### src/rtl/dmem_arbiter_pkg.sv
// Shared owner encodings and sizing helper for the data-memory arbiter.
package dmem_arbiter_pkg;

  typedef enum logic [1:0] {
    OWN_NONE = 2'd0,
    OWN_CPU  = 2'd1,
    OWN_HOST = 2'd2
  } owner_e;

  // Bits needed to hold 0..max_val inclusive.
  function automatic int cnt_width(input int max_val);
    return $clog2(max_val + 1);
  endfunction

endpackage

### src/rtl/dmem_arbiter_sat_counter.sv
// Saturating up-counter with clear; clear wins over increment.
// at_max is a registered-state decode, usable in the same cycle's grant logic.
module arb_sat_counter #(
  parameter int WIDTH = 4,
  parameter int MAX   = 8
) (
  input  logic             clk,
  input  logic             rst,
  input  logic             inc,
  input  logic             clr,
  output logic [WIDTH-1:0] count,
  output logic             at_max
);

  localparam logic [WIDTH-1:0] MAX_V = WIDTH'(MAX);

  logic [WIDTH-1:0] count_q, count_d;

  always_comb begin
    count_d = count_q;
    if (clr) begin
      count_d = '0;
    end else if (inc && !at_max) begin
      count_d = count_q + WIDTH'(1);
    end
  end

  always_ff @(posedge clk) begin
    if (rst) begin
      count_q <= '0;
    end else begin
      count_q <= count_d;
    end
  end

  assign count  = count_q;
  assign at_max = (count_q >= MAX_V);

endmodule

### src/rtl/dmem_arbiter.sv
// Single-port data-memory arbiter between CPU and host loader; grant is combinational,
// load data returns one cycle after grant, and a losing CPU request stalls the pc.
module dmem_arbiter
  import dmem_arbiter_pkg::*;
#(
  parameter int ADDR_W         = 32,
  parameter int DATA_W         = 32,
  parameter int HOST_BURST_MAX = 8,
  parameter int STARVE_LIMIT   = 4
) (
  input  logic              clk,
  input  logic              rst,
  input  logic              cpu_req,
  input  logic              cpu_we,
  input  logic [ADDR_W-1:0] cpu_addr,
  input  logic [DATA_W-1:0] cpu_wdata,
  output logic              cpu_gnt,
  output logic              cpu_stall,
  output logic              cpu_rvalid,
  output logic [DATA_W-1:0] cpu_rdata,
  input  logic              host_req,
  input  logic              host_we,
  input  logic [ADDR_W-1:0] host_addr,
  input  logic [DATA_W-1:0] host_wdata,
  output logic              host_gnt,
  output logic              host_rvalid,
  output logic [DATA_W-1:0] host_rdata,
  output logic [ADDR_W-1:0] mem_addr,
  output logic              mem_we,
  output logic [DATA_W-1:0] mem_wdata,
  input  logic [DATA_W-1:0] mem_rdata
);

  localparam int RUN_W  = cnt_width(HOST_BURST_MAX);
  localparam int WAIT_W = cnt_width(STARVE_LIMIT);

  owner_e            last_owner_q, last_owner_d;
  logic              host_pick;
  logic              run_at_max, wait_at_max, wait_inc;
  logic [RUN_W-1:0]  run_cnt;
  logic [WAIT_W-1:0] wait_cnt;
  logic              unused_cnt;
  logic              cpu_rvalid_q, host_rvalid_q;
  logic [DATA_W-1:0] cpu_rdata_q, host_rdata_q;

  // Host wins contention only when starved or while continuing an uncapped burst.
  always_comb begin
    host_pick = 1'b0;
    if (host_req) begin
      if (!cpu_req || wait_at_max) begin
        host_pick = 1'b1;
      end else if (last_owner_q == OWN_HOST && !run_at_max) begin
        host_pick = 1'b1;
      end
    end
  end

  assign host_gnt  = !rst && host_pick;
  assign cpu_gnt   = !rst && cpu_req && !host_pick;
  assign cpu_stall = cpu_req && !cpu_gnt;

  always_comb begin
    mem_addr  = '0;
    mem_we    = 1'b0;
    mem_wdata = '0;
    if (cpu_gnt) begin
      mem_addr  = cpu_addr;
      mem_we    = cpu_we;
      mem_wdata = cpu_wdata;
    end else if (host_gnt) begin
      mem_addr  = host_addr;
      mem_we    = host_we;
      mem_wdata = host_wdata;
    end
  end

  always_comb begin
    last_owner_d = OWN_NONE;
    if (cpu_gnt) begin
      last_owner_d = OWN_CPU;
    end else if (host_gnt) begin
      last_owner_d = OWN_HOST;
    end
  end

  // A host that drops its request forfeits any accumulated wait credit.
  assign wait_inc = host_req && !host_gnt;

  arb_sat_counter #(.WIDTH(RUN_W), .MAX(HOST_BURST_MAX)) u_host_run (
    .clk    (clk),
    .rst    (rst),
    .inc    (host_gnt),
    .clr    (!host_gnt),
    .count  (run_cnt),
    .at_max (run_at_max)
  );

  arb_sat_counter #(.WIDTH(WAIT_W), .MAX(STARVE_LIMIT)) u_host_wait (
    .clk    (clk),
    .rst    (rst),
    .inc    (wait_inc),
    .clr    (!wait_inc),
    .count  (wait_cnt),
    .at_max (wait_at_max)
  );

  assign unused_cnt = ^{run_cnt, wait_cnt};

  always_ff @(posedge clk) begin
    if (rst) begin
      last_owner_q  <= OWN_NONE;
      cpu_rvalid_q  <= 1'b0;
      host_rvalid_q <= 1'b0;
      cpu_rdata_q   <= '0;
      host_rdata_q  <= '0;
    end else begin
      last_owner_q  <= last_owner_d;
      cpu_rvalid_q  <= cpu_gnt && !cpu_we;
      host_rvalid_q <= host_gnt && !host_we;
      if (cpu_gnt && !cpu_we) begin
        cpu_rdata_q <= mem_rdata;
      end
      if (host_gnt && !host_we) begin
        host_rdata_q <= mem_rdata;
      end
    end
  end

  assign cpu_rvalid  = cpu_rvalid_q;
  assign cpu_rdata   = cpu_rdata_q;
  assign host_rvalid = host_rvalid_q;
  assign host_rdata  = host_rdata_q;

endmodule

### config.mk
export PLATFORM = sky130hd
export DESIGN_NAME = dmem_arbiter
export DESIGN_NICKNAME = d
export VERILOG_FILES = /design/src/rtl/dmem_arbiter_pkg.sv /design/src/rtl/dmem_arbiter_sat_counter.sv /design/src/rtl/dmem_arbiter.sv
export SDC_FILE = /design/constraint.sdc
export NUM_CORES = 1
export LEC_CHECK = 0
export ABC_AREA = 0
export BUFFER_PORTS_ARGS = -buffer_cell sky130_fd_sc_hd__buf_2
export CAP_MARGIN = 30
export CORE_MARGIN = 3
export CORE_UTILIZATION = 40
export DETAILED_ROUTE_END_ITERATION = 6
export PLACE_DENSITY = 0.72
export SLEW_MARGIN = 30
export SYNTH_ARGS = -nofsm -noshare
export SYNTH_HDL_FRONTEND = slang
export SYNTH_SLANG_ARGS = --single-unit
### constraint.sdc
create_clock -name clk -period 2.5 [get_ports clk]
set_input_delay 0.375 -clock clk [delete_from_list [all_inputs] [get_ports clk]]
set_output_delay 0.375 -clock clk [all_outputs]
set_load 0.1 [all_outputs]
Word level (Yosys, flattened, before mapping) --
Index checks and enable logic that the tools add are counted.
Storage, ports and cells: bits in registers 75, bits of input ports 166, output and inout bits 134
Operators by class: add/sub/neg operators 2, $lt $le $gt $ge 2, equality and inequality tests 1, muxes and demuxes 11, bitwise logic cells 2, reduce and logical (&&, ||, !) cells 23
Operators by type and width (count):
- 32-bit two-way mux | 4
- 1-bit logical AND | 10
- 1-bit zero test | 9
- 1-bit two-way mux | 6
- 2-bit OR reduction | 3
- 4-bit by 1-bit adder with 4-bit output, second input constant | 1
- 4-bit >= comparator, second input constant | 1
- 3-bit by 1-bit adder with 3-bit output, second input constant | 1
- 3-bit >= comparator, second input constant | 1
- 2-bit == test, second input constant | 1
- 2-bit two-way mux | 1
- 1-bit inverter | 2
- 1-bit logical OR | 1

Depth between registers and ports, before layout --
word-level depth 11, depth in mapped cells 7, mapped depth without buffers 4

Modules after synthesis --
From an unflattened synthesis, not the netlist that was laid out.
Unflattened totals: cell total of the unflattened synthesis 556, area total of the unflattened synthesis 4897.2 um^2
By module, submodules not included:
- dmem_arbiter | times used 1, cells each 522, area an instance 4549.4 um^2, seq. area each 1361.3 um^2
- arb_sat_counter (u_host_run) | times used 1, cells each 19, area an instance 198.9 um^2, seq. area each 80.1 um^2
- arb_sat_counter (u_host_wait) | times used 1, cells each 15, area an instance 148.9 um^2, seq. area each 60.1 um^2

Least setup slack after synthesis --
No wires, ideal clock.
path type input to output, from input port host_req, to output port cpu_gnt, arrival 3.231 ns, data required time 2.125 ns, path slack -1.106 ns, stages on the path 6, cell sequence buf_2 -> nand4bb_1 -> buf_4 -> buf_8 -> o21ai_2 -> nor3b_1
Between the ends: longest elaborated chain between the ends 3
Ends and longest elaborated chain:
- start, declared | RTL line dmem_arbiter.sv:21 | input logic host_req,
- 1-bit two-way mux | RTL line dmem_arbiter.sv:49 | if (host_req) begin
- 1-bit zero test | RTL line dmem_arbiter.sv:59 | assign cpu_gnt = !rst && cpu_req && !host_pick;
- 1-bit logical AND | RTL line dmem_arbiter.sv:59
- end, declared | RTL line dmem_arbiter.sv:17 | output logic cpu_gnt,
No other way between the ends.

Worst setup path after layout --
from register u_host_wait.count_q[2], in the netlist u_host_wait.count[2], to output port host_gnt
Between the ends: longest elaborated chain between the ends 5
Ends and longest elaborated chain:
- start, declared | RTL line dmem_arbiter_sat_counter.sv:17 | logic [WIDTH-1:0] count_q, count_d;
- start signal, assigned | RTL line dmem_arbiter_sat_counter.sv:32 | count_q <= count_d;
- 3-bit >= comparator | RTL line dmem_arbiter_sat_counter.sv:37 | assign at_max = (count_q >= MAX_V);
- 1-bit logical OR | RTL line dmem_arbiter.sv:50 | if (!cpu_req || wait_at_max) begin
- 1-bit two-way mux | RTL line dmem_arbiter.sv:50
- 1-bit two-way mux | RTL line dmem_arbiter.sv:49
- 1-bit logical AND | RTL line dmem_arbiter.sv:58 | assign host_gnt = !rst && host_pick;
- end, declared | RTL line dmem_arbiter.sv:25 | output logic host_gnt,
No other way between the ends.

==> flow_metrics.tcl <==
set metrics [dict create \
    tightest_slew_ns 0.6461 \
    cp_top_family "buffers and inverters" \
    routed_wl_um 17410 \
    switchingPower_w 0.001726 \
    seqPwrFrac 0.307 \
    swShare 0.4166 \
    slew-limit-headroom 0.5693 \
    place_inst 938 \
    fin_skew_ns 0.006839 \
    synthAdderAreaFrac 0.01025 \
    nNetsFinal 976 \
    cts_tree "built" \
    worst-path-max-fanout 24 \
    grt_pass1_vias 5139 \
    grt_max_degree 69 \
    grt.total_usage 0.2383 \
    die_height_um 116.5 \
    rr_startpoint "u_host_wait.count[2]$_SDFFE_PP0P_" \
    timing.rr.end "host_rdata[28]$_SDFFE_PP0P_" \
    end_kind "primary output" \
    drt-pass1-iter-count 5 \
    rsz0062_at_grt "no" \
    initial_core_util 0.4187 \
    power.leakage_nw 3.181 \
    fin_cells 956 \
    syn_nets 721 \
    drt-wirelength-per-cell_um 18.21 \
    yosys_warnings 0 \
    finalCritPeriodShare 0.9412 \
    r2r_cells 4 \
    die-area_um2 13570 \
    drv_cap 0 \
    syn_area_um2 4883 \
    synth_commonest_cells "nand2b_1, dfxtp_1, mux2i_1" \
    drcViolationCount 0 \
    cts_sinks 75 \
    clkLatencyLatePin_ns 0.33 \
    min_from "host_we" \
    synth_area_per_cell_um2 8.863 \
    vias 5403 \
    hp-class "in2reg" \
    crit_required_ns 2.12 \
    synthSimpleGateAreaFrac 0.1545 \
    synthTopCellsByArea "dfxtp_1, mux2i_1, nand2b_1" \
    drt_iter0_drc 434 \
    routabilityCongestion 0.8744 \
    final_max_slew_viol_count 0 \
    ff2ff_setup_slack_ns 0.61 \
    io_pins 300 \
    die_w_um 116.5 \
    hold_depth 2 \
    yosysTopAreaCell "dfxtp_1" \
    crit_chain "nand2b_2 -> buf_4 -> o21ai_1 -> nor2_2 -> buf_2" \
    finalSetupViolCount 0 \
    ys.flop_type "dfxtp_1" \
    synth-compound-area-share 0.2995 \
    port-buffer-count 299 \
    ys_seq_area_frac 0.3075 \
    clk_path_buf_depth 2 \
    ir_drop_uv 440.5 \
    cts-buffers-inserted 9 \
    synth_mux_area_frac 0.1353 \
    post_cts_buffers 0 \
    clk_pin_slew_ns 0.05 \
    syn_to_final_growth_pct 47.27 \
    hpwlAfterDp_um 12800 \
    crit_arrival_ns 1.98 \
    cts_max_level 3 \
    critPathLaunchType "flop" \
    yosysMostFrequentCell "nand2b_1" \
    rows 39 \
    worst-path-buf-inv 2 \
    synth_top_family_by_area "compound AO/OA/AOI/OAI gates" \
    cts-root-buf "clkbuf_16" \
    synth_cell_types 31 \
    max_freq_mhz 425.0 \
    place_ws_ns 0.2542 \
    min_to "host_rvalid$_SDFF_PP0_" \
    comb_power_share 0.389 \
    setup_slack_ns 0.1470 \
    finalHoldViolCount 0 \
    p_clk_frac 0.304 \
    slowest_delay_ns 0.45 \
    setup_tns_ns 0 \
    synth-edff-count 0 \
    netlist_instances 551 \
    period_minus_slack_ns 2.353 \
    critPathKind "reg2out" \
    synthXorXnorAreaFrac 0.005380 \
    drive_gt1_frac 0.5142 \
    grt_first_pass_wirelength_um 26010 \
    intPower_w 0.002417 \
    yosys_register_bits 75 \
    antenna_found_initial 2 \
    viasPerCell 5.652 \
    overflow 0 \
    synth_top_area_frac 0.3075 \
    core_area_um2 11660 \
    power_density_nw_per_um2 576.1 \
    status "finished clean" \
    fill_cells 1000 \
    antenna_left 0 \
    async_flop_share 0 \
    crit_slowest_cell "dfxtp_1" \
]
worst register-to-register path: cells and delay by family (launching register included):
kind	cells	cell delay [ns]
compound gates	1	0.60
flops	1	0.45
buf+inv	1	0.28
mux	1	0.27
simple gates	1	0.21
final cells by class:
cell class                 count  area [um^2]  share of cell area
antenna                        2        5.005           0.0006959
clock buffer                   9        225.2             0.03132
clock inverter                 7        67.56            0.009395
inverter                       7        28.78            0.004001
multi-input combinational    392         3222              0.4480
sequential                    75         1503              0.2089
tap                          143        178.9             0.02488
timing repair buffer         321         1962              0.2728
layout by cell type (no fill, tap or decap), drive strengths merged, types with 4 or more instances in the layout:
master / count
buf: 309
nand2b: 97
dfxtp: 75
o211ai: 67
mux2i: 66
o2111ai: 65
a21oi: 65
clkbuf: 21
inv: 8
nor3: 5
clkinv: 5
ha: 4
nor3b: 4
kinds of logic (layout without fill, tap and decap cells):
| kind of cell | Yosys count | count (layout) |
|---|---|---|
| AO/OA/AOI/OAI | 203 | 203 |
| XOR/XNOR | 3 | 3 |
| adder cells (fa/ha/maj) | 4 | 4 |
| buffers and inverters | 84 | 344 |
| flip-flops | 75 | 75 |
| multiplexers | 66 | 66 |
| other | 0 | 2 |
| AND/OR/NAND/NOR | 116 | 116 |
worst max path at each step:
stage | startpoint | to | slack [ns] | cells after the start
2_1_floorplan | host_req | cpu_gnt | -0.11 | 6
3_3_place_gp | host_req | mem_we | 0.29 | 5
3_5_place_dp | u_host_run.count[3]$_SDFFE_PP0P_ | mem_we | 0.25 | 5
6_report | u_host_wait.count[2]$_SDFFE_PP0P_ | host_gnt | 0.15 | 5
4_1_cts | u_host_run.count[3]$_SDFFE_PP0P_ | mem_wdata[23] | 0.0006 | 5
5_1_grt | last_owner_q[1]$_SDFF_PP0_ | host_gnt | 0.03 | 5
stage by stage:
stage / total power, W / instance area, um^2 / hold WS [ns] / utilization
floorplan: 0.002528 / 5135 / 0.4518 / -
global placement: 0.002850 / 6726 / 0.4563 / 0.5768
detailed placement: 0.002867 / 6726 / 0.4618 / 0.5768
CTS: 0.004164 / 7137 / 0.2444 / 0.6120
global route: 0.004289 / 7192 / 0.2785 / 0.6167
finish: 0.004144 / 7192 / 0.2621 / 0.6167
timing repair:
action / CTS / global route
hold buffers: 0 / 0
cloned: 0 / 0
pin swaps: 0 / 0
gates resized for setup: 47 / 26
setup endpoints to repair: 47 / 22
power groups by stage:
stage	Sequential (W)	Combinational, W	Clock [W]
finish	0.00127	0.00161	0.00126
floorplan	0.00163	0.000901	0
global placement	0.00130	0.00155	0
detailed placement	0.00130	0.00157	0
CTS	0.00127	0.00160	0.00129
global route	0.00128	0.00167	0.00134
flip-flops by register name, indices dropped and copies added (netlist names):
signal,cells
u_host_run.count,4
cpu_rvalid,1
host_rvalid,1
host_rdata,32
cpu_rdata,32
u_host_wait.count,3
last_owner_q,2
routing by layer:
layer,vias up,GRT usage,share of wire
met5,-,0,0
met4,0,0.08662,0.023
met3,32,0.06839,0.094
met2,279,0.4115,0.49
met1,2486,0.2811,0.40
li1,2606,-,-
(Power assumes the default switching activity.)
